**src/rtl/rm_viol_collect_swlw.sv**
```systemverilog
// rm_viol_collect_swlw: violation collector for the sw/lw runtime monitor.
// Latches sticky per-property violation status and the first violation
// (property id, symbol, run-cycle timestamp). It raises a level interrupt
// that software clears with a single-cycle acknowledge.
// Optional feature macro: RM_SWLW_VIOL_CNT_EN builds the four saturating
// per-property violation counters; without it cnt_flat is tied to zero.
module rm_viol_collect_swlw #(
    parameter int CNT_W = 8,
    parameter int TS_W  = 16
) (
    input  logic                 clk,
    input  logic                 reset,
    input  logic                 run,
    input  logic [7:0]           symbols,
    input  logic                 ltl0c0swlw,
    input  logic                 ltl1c0swlw,
    input  logic                 ltl2c0swlw,
    input  logic                 ltl3c0swlw,
    input  logic                 ack,
    input  logic                 clr,
    output logic                 irq,
    output logic [3:0]           sticky,
    output logic [1:0]           first_id,
    output logic [7:0]           first_symbol,
    output logic [TS_W-1:0]      first_ts,
    output logic [4*CNT_W-1:0]   cnt_flat
);

    typedef enum logic {
        IDLE = 1'b0,
        PEND = 1'b1
    } state_t;

    state_t            state_q, state_d;
    logic [3:0]        sticky_q, sticky_d;
    logic [1:0]        firstId_q, firstId_d;
    logic [7:0]        firstSym_q, firstSym_d;
    logic [TS_W-1:0]   firstTs_q, firstTs_d;
    logic [TS_W-1:0]   ts_q, ts_d;

    logic [3:0]        flags;
    logic              eventHit;
    logic [1:0]        lowId;

    assign flags    = {ltl3c0swlw, ltl2c0swlw, ltl1c0swlw, ltl0c0swlw};
    assign eventHit = run & (|flags);

    // Lowest set flag index wins when several properties violate together
    always_comb begin
        lowId = 2'd0;
        if (flags[0])      lowId = 2'd0;
        else if (flags[1]) lowId = 2'd1;
        else if (flags[2]) lowId = 2'd2;
        else if (flags[3]) lowId = 2'd3;
    end

    // Next-state logic: clr dominates, ack in PEND wipes the capture, events capture or accumulate
    always_comb begin
        state_d    = state_q;
        sticky_d   = sticky_q;
        firstId_d  = firstId_q;
        firstSym_d = firstSym_q;
        firstTs_d  = firstTs_q;
        if (clr) begin
            state_d    = IDLE;
            sticky_d   = '0;
            firstId_d  = '0;
            firstSym_d = '0;
            firstTs_d  = '0;
        end else begin
            case (state_q)
                IDLE: begin
                    if (eventHit) begin
                        sticky_d   = sticky_q | flags;
                        firstId_d  = lowId;
                        firstSym_d = symbols;
                        firstTs_d  = ts_q;
                        state_d    = PEND;
                    end
                end
                PEND: begin
                    if (ack) begin
                        sticky_d   = '0;
                        firstId_d  = '0;
                        firstSym_d = '0;
                        firstTs_d  = '0;
                        state_d    = IDLE;
                        if (eventHit) begin
                            sticky_d   = flags;
                            firstId_d  = lowId;
                            firstSym_d = symbols;
                            firstTs_d  = ts_q;
                            state_d    = PEND;
                        end
                    end else if (eventHit) begin
                        sticky_d = sticky_q | flags;
                    end
                end
                default: state_d = IDLE;
            endcase
        end
    end

    // Run-cycle timestamp: counts every run strobe, wraps naturally
    always_comb begin
        ts_d = ts_q;
        if (clr)      ts_d = '0;
        else if (run) ts_d = ts_q + TS_W'(1);
    end

    // State, capture and timestamp registers
    always_ff @(posedge clk or posedge reset) begin
        if (reset) begin
            state_q    <= IDLE;
            sticky_q   <= '0;
            firstId_q  <= '0;
            firstSym_q <= '0;
            firstTs_q  <= '0;
            ts_q       <= '0;
        end else begin
            state_q    <= state_d;
            sticky_q   <= sticky_d;
            firstId_q  <= firstId_d;
            firstSym_q <= firstSym_d;
            firstTs_q  <= firstTs_d;
            ts_q       <= ts_d;
        end
    end

    assign irq          = (state_q == PEND);
    assign sticky       = sticky_q;
    assign first_id     = firstId_q;
    assign first_symbol = firstSym_q;
    assign first_ts     = firstTs_q;

`ifdef RM_SWLW_VIOL_CNT_EN
    logic [3:0][CNT_W-1:0] cnt_q, cnt_d;

    // Per-property counters bump on events and stick at all-ones; clr discards the event
    always_comb begin
        cnt_d = cnt_q;
        if (clr) begin
            cnt_d = '0;
        end else if (run) begin
            for (int i = 0; i < 4; i++) begin
                if (flags[i] && (cnt_q[i] != {CNT_W{1'b1}}))
                    cnt_d[i] = cnt_q[i] + CNT_W'(1);
            end
        end
    end

    // Counter registers
    always_ff @(posedge clk or posedge reset) begin
        if (reset) cnt_q <= '0;
        else       cnt_q <= cnt_d;
    end

    assign cnt_flat = cnt_q;
`else
    assign cnt_flat = '0;
`endif

endmodule
```
**config.mk**
```make
export PLATFORM = sky130hd
export DESIGN_NAME = rm_viol_collect_swlw
export DESIGN_NICKNAME = d
export VERILOG_FILES = /design/src/rtl/rm_viol_collect_swlw.sv
export SDC_FILE = /design/constraint.sdc
export NUM_CORES = 1
export LEC_CHECK = 0
export BUFFER_PORTS_ARGS = -buffer_cell sky130_fd_sc_hd__buf_2
export CORE_MARGIN = 5
export CORE_UTILIZATION = 46
export CTS_CLUSTER_DIAMETER = 60
export DETAILED_ROUTE_END_ITERATION = 10
export PLACE_DENSITY = 0.79
export SLEW_MARGIN = 20
export SYNTH_ARGS = -nofsm -noshare
export SYNTH_HDL_FRONTEND = slang
export SYNTH_SLANG_ARGS = --single-unit
```
**constraint.sdc**
```tcl
create_clock -name clk -period 1.5 [get_ports clk]
set_clock_uncertainty 0.2 [all_clocks]
set_input_delay 0.075 -clock clk [delete_from_list [all_inputs] [get_ports clk]]
set_output_delay 0.075 -clock clk [all_outputs]
set_load 0.05 [all_outputs]
```
Yosys cells after proc, flatten, opt, wreduce, memory -nomap -nowiden:

Cells that the tools add are included.

* register bits: 47
* bits of input ports: 17
* word-level logic and storage cells: 45

* eq/ne operators: 2
* bitwise operators: 3
* muxes and demuxes: 30
* add/sub/neg operators: 1
* reductions and logical operators: 3

Operators with widths (number)
* $mux W16: 6
* $mux W8: 4
* $pmux W16 S2: 1
* $add A16 B1 Y16 const B: 1
* $mux W2: 8
* $mux W4: 4
* $pmux W8 S2: 1
* $pmux W4 S2: 1
* $ne A3 B3 Y1 const B: 2
* $or A4 B4 Y4: 1
* $pmux W2 S2: 1
* $reduce_or A4 Y1: 1
* $mux W1: 3
* $pmux W1 S2: 1
* $reduce_and A2 Y1: 1
* $reduce_bool A2 Y1: 1
* $and A1 B1 Y1: 1
* $not A1 Y1: 1

Logic depth before layout (Yosys ltp):

Gate-level depths: netlist (run 1).

* depth after elaboration: 8
* depth in mapped cells: 6

Worst setup path after synthesis (run 1):

No wires, ideal clock.

* path kind: reg2reg
* from: register state_q, in the netlist irq
* to: register firstTs_q[2], in the netlist first_ts[2]
* path slack: -0.402 ns
* library setup time: 0.078 ns
* stages on the path, launching flop included: 7
* period minus slack after synthesis: 1.902 ns
* path buffers: 3
* arrival time: 1.623 ns
* cells stage by stage: dfrtp_1 -> buf_2 -> nand2_1 -> clkbuf_1 -> buf_2 -> o211ai_1 -> a21oi_1

* cells in the longest elaborated chain, start to end: 3
* elaborated cells between the ends (all ways): 6
* classes of those cells: eq/ne: 2; mux: 2; bitwise: 1; reduce/logical: 1

RTL lines
* start, declared: RTL line 34 `state_t state_q, state_d;`
* start signal, assigned: RTL line 121 `state_q <= state_d;`
* $not A1 Y1
* $pmux W16 S2 / $ne A3 B3 Y1 (equally long branches)
* $mux W16 / $reduce_and A2 Y1 (equally long branches)
* end signal, assigned: RTL line 125 `firstTs_q <= firstTs_d;`
* end, declared: RTL line 38 `logic [TS_W-1:0] firstTs_q, firstTs_d;`

Several ways; a longest one is shown, not always the timed one.
A chain may end at the register's enable or synchronous reset.

Worst setup path after layout (run 1):

* from: register ts_q[1]
* to: register ts_q[8]

* cells in the longest elaborated chain, start to end: 3

RTL lines
* start, declared: RTL line 39 `logic [TS_W-1:0] ts_q, ts_d;`
* start signal, assigned: RTL line 126 `ts_q <= ts_d;`
* $add A16 B1 Y16: RTL line 108 `else if (run) ts_d = ts_q + TS_W'(1);`
* $mux W16: RTL line 108
* $mux W16: RTL line 107 `if (clr) ts_d = '0;`

Every way passes these cells. The select of a mux whose other input is x is not followed.

==> results of run 1 <==
==> layer usage <==
layer	vias up	track usage, %	wire [um]
met4	0	6.43	139
met2	70	29.3	3220
met1	1085	24.1	2720
li1	998	-	-
met5	-	0	0
met3	12	3.83	365
==> cell families after synthesis <==
family	Yosys count
simple gates	67
mux	5
fa+ha+maj	1
xor+xnor	4
buf+inv	62
compound gates	65
flops	47
other cells	1
==> cells in the final DEF, fill, tap and decap left out, types with 2 or more instances in the layout <==
cell type,instances
a21oi_2,5
or3_1,2
dlygate4sd3_1,12
nand2_1,4
buf_6,5
or4_4,2
nand2b_1,10
dfrtp_2,2
nand2_4,2
o32ai_1,3
mux2i_1,5
nand4_1,5
inv_1,11
conb_1,32
clkbuf_8,7
buf_2,46
nor4_2,3
o32ai_2,8
or4_1,2
or2_2,4
buf_4,24
nand3_1,18
xor2_1,2
buf_12,5
o211ai_1,15
dfrtp_1,45
a22oi_2,4
a21oi_1,18
nor2_1,10
o21ai_2,2
o21ai_0,4
o31ai_1,4
==> critical path, cell delays in order, from the launching register on <==
cell,delay [ns]
dfrtp_2,0.42
ha_4,0.17
nand3_4,0.13
or4_4,0.51
a21oi_2,0.12
==> sequential cells by signal, indices dropped and copies added, names as in the netlist <==
register / count
first_ts: 16
ts_q: 16
first_symbol: 8
sticky: 4
first_id: 2
irq: 1
==> metrics by stage <==
stage	hold WS (ns)	area [um2]	setup TNS, ns	std cells
after global routing	-0.0895	3320	-1.36	405
after global placement	-0.149	2980	-0.247	379
after CTS	-0.0905	3270	-0.504	403
after detailed placement	-0.149	2980	-0.913	379
after floorplan	0.0174	2760	-0.104	283
final	-0.0768	3320	-0.761	405
==> worst min path at each step <==
stage          cells past startpoint  slack [ns]       start               to
6_report                           3       -0.08         clr      first_id[1]
4_1_cts                            3       -0.09         clr      first_id[1]
3_3_place_gp                       2       -0.15       reset     first_ts[10]
5_1_grt                            3       -0.09         clr      first_id[1]
3_5_place_dp                       2       -0.15       reset     first_ts[10]
2_1_floorplan                      2        0.02  symbols[1]  first_symbol[1]
==> cell type report <==
class | instances | area [um2] | area share [%]
sequential | 47 | 1180 | 35.5
clock buffer | 8 | 100 | 3.01
timing repair buffer | 92 | 687 | 20.7
inverter | 12 | 45.0 | 1.36
tap | 72 | 90.1 | 2.71
multi-input combinational | 174 | 1220 | 36.8
==> where the power goes <==
part	internal (W)	switching, W
logic	0.000172	0.000469
registers	0.00130	0.0000260
clock network	0.000421	0.000411
total	0.00189	0.000906
==> repair_timing <==
action                     CTS  global route
buffers inserted             4             3
hold endpoints to repair    59             1
setup endpoints to repair   12            14
pin swaps                    9             9
gates resized for setup     12            10
==> metrics.cfg, run 1 <==
[status]
status=finished, violations left
failed_checks=hold timing, setup timing

[worst_setup_path]
path_class=reg2reg
worstSetupStartpoint=ts_q[1]
endpoint=ts_q[8]
reg2reg_from=ts_q[1]
rr_worst_depth=4
endpoint_kind=flip-flop
cp.arrival_ns=1.65
worstPathRequired_ns=1.54
start_kind=flip-flop
timing.rr.end=ts_q[8]
crit_fanout=8
worst-r2r-setup-slack_ns=-0.11

[timing]
hold-worst-slack_ns=-0.0768
rsz0062_at_grt=true
setup_viol=11
slew_viol_final=0
max_freq_mhz=620
fin_ws_ns=-0.114
post-route-period-util_pct=108
hold_viol_final=1
finalCriticalPeriod_ns=1.61

[die]
start_util_pct=46.7
dieArea_mm2=0.00711
dieWidth_um=84.3
row_count=27
dieHeight_um=84.3
core-area_mm2=0.00544
io_pins=80

[yosys]
yosysMostFrequentCell=dfrtp_1
synth_compound_area_share_pct=20.4
synth_top_family_by_area=compound AO/OA/AOI/OAI gates
synthesis.area_mm2=0.00254
synth-xor-area-share_pct=1.38
muxShareOfSynthArea_pct=1.97
yosys_warnings=0
synth_top_area_share_pct=46.3
synth_edf_count=0
ys_async_sr_fraction_pct=100
synth_simple_gate_area_share_pct=14.4
yosys.area.top_type=dfrtp_1
ys_top_cells_by_count=dfrtp_1 (47), buf_4 (33), a21oi_1 (23), nand3_1 (19), o211ai_1 (15)
ys.flop_type=dfrtp_1
synthTopCellsByArea=dfrtp_1 (46%), buf_4 (9.8%), o32ai_2 (5.1%)
yosysSeqAreaShare_pct=46.3
yosysUniqueCellTypes=34
syn_area_per_cell_um2=10.1
netlist_instances=252
synthAdderAreaFrac_pct=0.493
ys_ff_latch=47

[job]
drv_cap=0

[cts]
cts_tree=built
clock-sinks=47
cts_buffer_depth=2
ctsHoldBuffers=12
h-tree-depth=2
insertion_delay_ns=0.30
numCtsBuffers=5
clk_pin_slew_worst_paths_ns=0.08
cts_root_buf=clkbuf_8

[grt]
grt_pass1_vias=2095
grt_remaining_overflow=0
grt_first_pass_wirelength_um=10400
grt_antenna_before_repair=0
grtUsageTotal_pct=18.1
grt_max_degree=40

[final_layout]
fillers=418
final_util_pct=61.1
drive_gt1_share_pct=38.1
area_growth_pct=30.8
diodes=0
nNetsFinal=350

[drt]
dr.pass1.iters=4
via_per_inst=5.35
ant_nets=0
drtIter0Drc=206
wirelength_um=6450
via_count=2165
avgRoutedWirePerCell_um=15.9
drc=0

[placement]
port_buffers=47
hpwl_um=4240
place_congestion=0.826
place_ws_ns=-0.157

[power_and_ir_drop]
power_w=0.00280
leakage_nw=1.50
ir_worst_vdd_uv=377
powerDensity_mw_per_mm2=842

[worst_hold_path]
hold_path_class=in2reg

Power figures use the tool's default switching activity.
==> run 2, diff against run 1 <==
--- a/config.mk
+++ b/config.mk
@@ -6,11 +6,14 @@
 export NUM_CORES = 1
 export LEC_CHECK = 0
 export BUFFER_PORTS_ARGS = -buffer_cell sky130_fd_sc_hd__buf_2
+export CELL_PAD_IN_SITES_DETAIL_PLACEMENT = 1
+export CELL_PAD_IN_SITES_GLOBAL_PLACEMENT = 2
 export CORE_MARGIN = 5
-export CORE_UTILIZATION = 46
+export CORE_UTILIZATION = 29
+export CTS_BUF_LIST = sky130_fd_sc_hd__clkbuf_8
 export CTS_CLUSTER_DIAMETER = 60
 export DETAILED_ROUTE_END_ITERATION = 10
-export PLACE_DENSITY = 0.79
+export PLACE_DENSITY = 0.82
 export SLEW_MARGIN = 20
 export SYNTH_ARGS = -nofsm -noshare
 export SYNTH_HDL_FRONTEND = slang
==> run 2 against run 1 <==
The flow still finishes with violations (hold timing, setup timing). Clock-buffer cell count is 3 lower. Clock power is 13% higher. Core utilization is 21 points lower. Critical endpoint is now ts_q[11]. Largest power group unchanged.
==> metrics.cfg, run 2 (same netlist as run 1, synthesis figures left out) <==
[final_layout]
multi_input_area_mm2=0.00125  ; was 0.00122 mm2
final_cell_mix=dfrtp_1 (46), buf_2 (46), buf_4 (36), conb_1 (32), a21oi_1 (21)  ; was buf_2 (46), dfrtp_1 (45), conb_1 (32), buf_4 (24)
fillers=997  ; was 418
ff_latch_area_mm2=0.00118  ; about the same
nNetsFinal=363  ; was 350
drive_gt1_share_pct=39.4  ; was 38.1%
design_area_mm2=0.00349  ; was 0.00332 mm2
area_growth_pct=37.5  ; was 30.8%
diodes=0  ; unchanged

[timing]
hold-worst-slack_ns=-0.143  ; was -0.0768 ns
rsz0062_at_grt=true  ; unchanged
fin_ws_ns=-0.146  ; was -0.114 ns
hold_viol_final=1  ; unchanged
post-route-period-util_pct=110  ; was 108%
finalCriticalPeriod_ns=1.65  ; was 1.61 ns
setup_viol=12  ; was 11
slew_viol_final=0  ; unchanged
fin_tns_setup_ns=-1.03  ; was -0.761 ns
max_freq_mhz=607  ; was 620 MHz

[cts]
h-tree-depth=2  ; unchanged
clock-sinks=47  ; unchanged
cts_buffer_depth=2  ; unchanged
cts_root_buf=clkbuf_8  ; unchanged
cts_tree=built  ; unchanged
insertion_delay_ns=0.31  ; was 0.30 ns
numCtsBuffers=5  ; unchanged
clk_pin_slew_worst_paths_ns=0.10  ; was 0.08 ns

[job]
drv_cap=0  ; unchanged

[drt]
ant_nets=0  ; unchanged
dr.pass1.iters=4  ; unchanged
avgRoutedWirePerCell_um=16.5  ; was 15.9 um
via_count=2226  ; was 2,165
via_per_inst=4.91  ; was 5.35
drtIter0Drc=91  ; was 206
drc=0  ; unchanged
wirelength_um=7480  ; was 6450 um

[worst_setup_path]
worstPathRequired_ns=1.53  ; was 1.54 ns
cp.arrival_ns=1.68  ; was 1.65 ns
endpoint_kind=flip-flop  ; unchanged
max_stage_delay_ns=0.43  ; was 0.51 ns
path_class=reg2reg  ; unchanged
cp_slowest_cell=dfrtp_1  ; was or4_4
crit_chain=nand4_1, buf_4, or4_4, a21oi_2  ; was ha_4, nand3_4, or4_4, a21oi_2
crit_fanout=3  ; was 8
start_kind=flip-flop  ; unchanged
cp_top_family=simple AND/OR/NAND/NOR gates  ; unchanged
cp.buffers_inverters=1  ; was 0

[power_and_ir_drop]
leakage_nw=1.61  ; was 1.50 nW
powerDensity_mw_per_mm2=832  ; was 842 mW/mm2
clockPowerShare_pct=32.3  ; was 29.7%
switching_share_pct=32.6  ; was 32.4%
p_int_w=0.00196  ; was 0.00189 W
switchingPower_w=0.000946  ; was 0.000906 W
comb_power_share_pct=22.2  ; was 22.9%
ir_worst_vdd_uv=296  ; was 377 uV
pwr-share-seq_pct=45.5  ; was 47.3%

[grt]
grt_remaining_overflow=0  ; unchanged
grtUsageTotal_pct=13.8  ; was 18.1%
grt_pass1_vias=2412  ; was 2,095
grt_first_pass_wirelength_um=12400  ; was 10,400 um
grt_antenna_before_repair=0  ; unchanged
grt_max_degree=48  ; was 40

[die]
start_util_pct=29.4  ; was 46.7%
dieHeight_um=104  ; was 84.3 um
dieArea_mm2=0.0107  ; was 0.00711 mm2
io_pins=80  ; unchanged
dieWidth_um=104  ; was 84.3 um
row_count=34  ; was 27
core-area_mm2=0.00864  ; was 0.00544 mm2

[worst_hold_path]
hold_path_class=in2reg  ; unchanged

[placement]
port_buffers=47  ; unchanged
place_congestion=0.766  ; was 0.826
hpwl_um=4740  ; was 4240 um
placed_cell_area_mm2=0.00304  ; was 0.00298 mm2

[status]
status=finished, violations left  ; unchanged
failed_checks=hold timing, setup timing  ; unchanged

run 2: cell types whose count changed in the layout (fill, tap and decap cells not counted), moves of 3 or more:
cell     previous run  this run
a21oi_1            18        21
a21oi_2             5         2
buf_4              24        36
nor4_2              3         0
nor4_4              0         4
run 2: metal layers:
layer	part of all wire, %	wire length (um)	global-route usage [%]	up-vias
met4	1.2	90	4.22	0
li1	-	-	-	1025
met2	51	3800	24.0	62
met1	43	3220	17.1	1131
met3	4.8	359	2.67	8
met5	0	0	0	-
run 2: repair_timing:
action	CTS	global route
cloned	0	0
endpoints found under the hold margin	60	2
hold buffers	14	1
setup buffers	11	3
gates resized for setup	17	7
pin swaps	8	9
endpoints found under the setup margin	11	17
run 2: worst reg2reg max path, delay by kind of cell (launching register included):
family          cells  cell delay, ns
simple gates        2            0.60
flops               1            0.43
buf+inv             1            0.20
compound gates      1            0.13
run 2: power groups by stage:
stage / logic [W] / registers [W] / clock network (W)
after CTS: 0.000641 / 0.00132 / 0.000956
after global placement: 0.000595 / 0.00135 / 0
after floorplan: 0.000433 / 0.00144 / 0
final: 0.000646 / 0.00132 / 0.000938
after global routing: 0.000689 / 0.00133 / 0.00101
after detailed placement: 0.000605 / 0.00135 / 0
run 2: worst paths after layout:
kind / start / end / slack, ns / cells after the start
worst max-delay path: ts_q[1] / ts_q[11] / -0.15 / 4
worst min-delay path: clr / first_id[1] / -0.14 / 3
worst max register to register: ts_q[1] / ts_q[11] / -0.15 / 4
worst min register to register: sticky[2] / sticky[2] / 0.34 / 2
max in group asynchronous: reset / irq / 0.71 / 4
min in group asynchronous: reset / sticky[1] / 0.15 / 4
run 2: final cells by class:
class                           count  share of cell area, %
Clock buffer                        5                   1.97
Clock inverter                      2                   1.07
Inverter                           12                   1.29
Multi-Input combinational cell    174                   35.8
Sequential cell                    47                   33.7
Tap cell                          108                   3.87
Timing Repair Buffer              105                   22.3
run 2: per-stage QoR:
| stage | utilization, % | power, W | setup WS, ns | instances |
|---|---|---|---|---|
| detailed placement | 35.2 | 0.00195 | -0.159 | 419 |
| global route | 40.4 | 0.00303 | -0.204 | 453 |
| floorplan | - | 0.00187 | -0.0289 | 283 |
| finish | 40.4 | 0.00291 | -0.146 | 453 |
| global placement | 35.2 | 0.00194 | -0.0721 | 419 |
| CTS | 39.9 | 0.00292 | -0.119 | 451 |
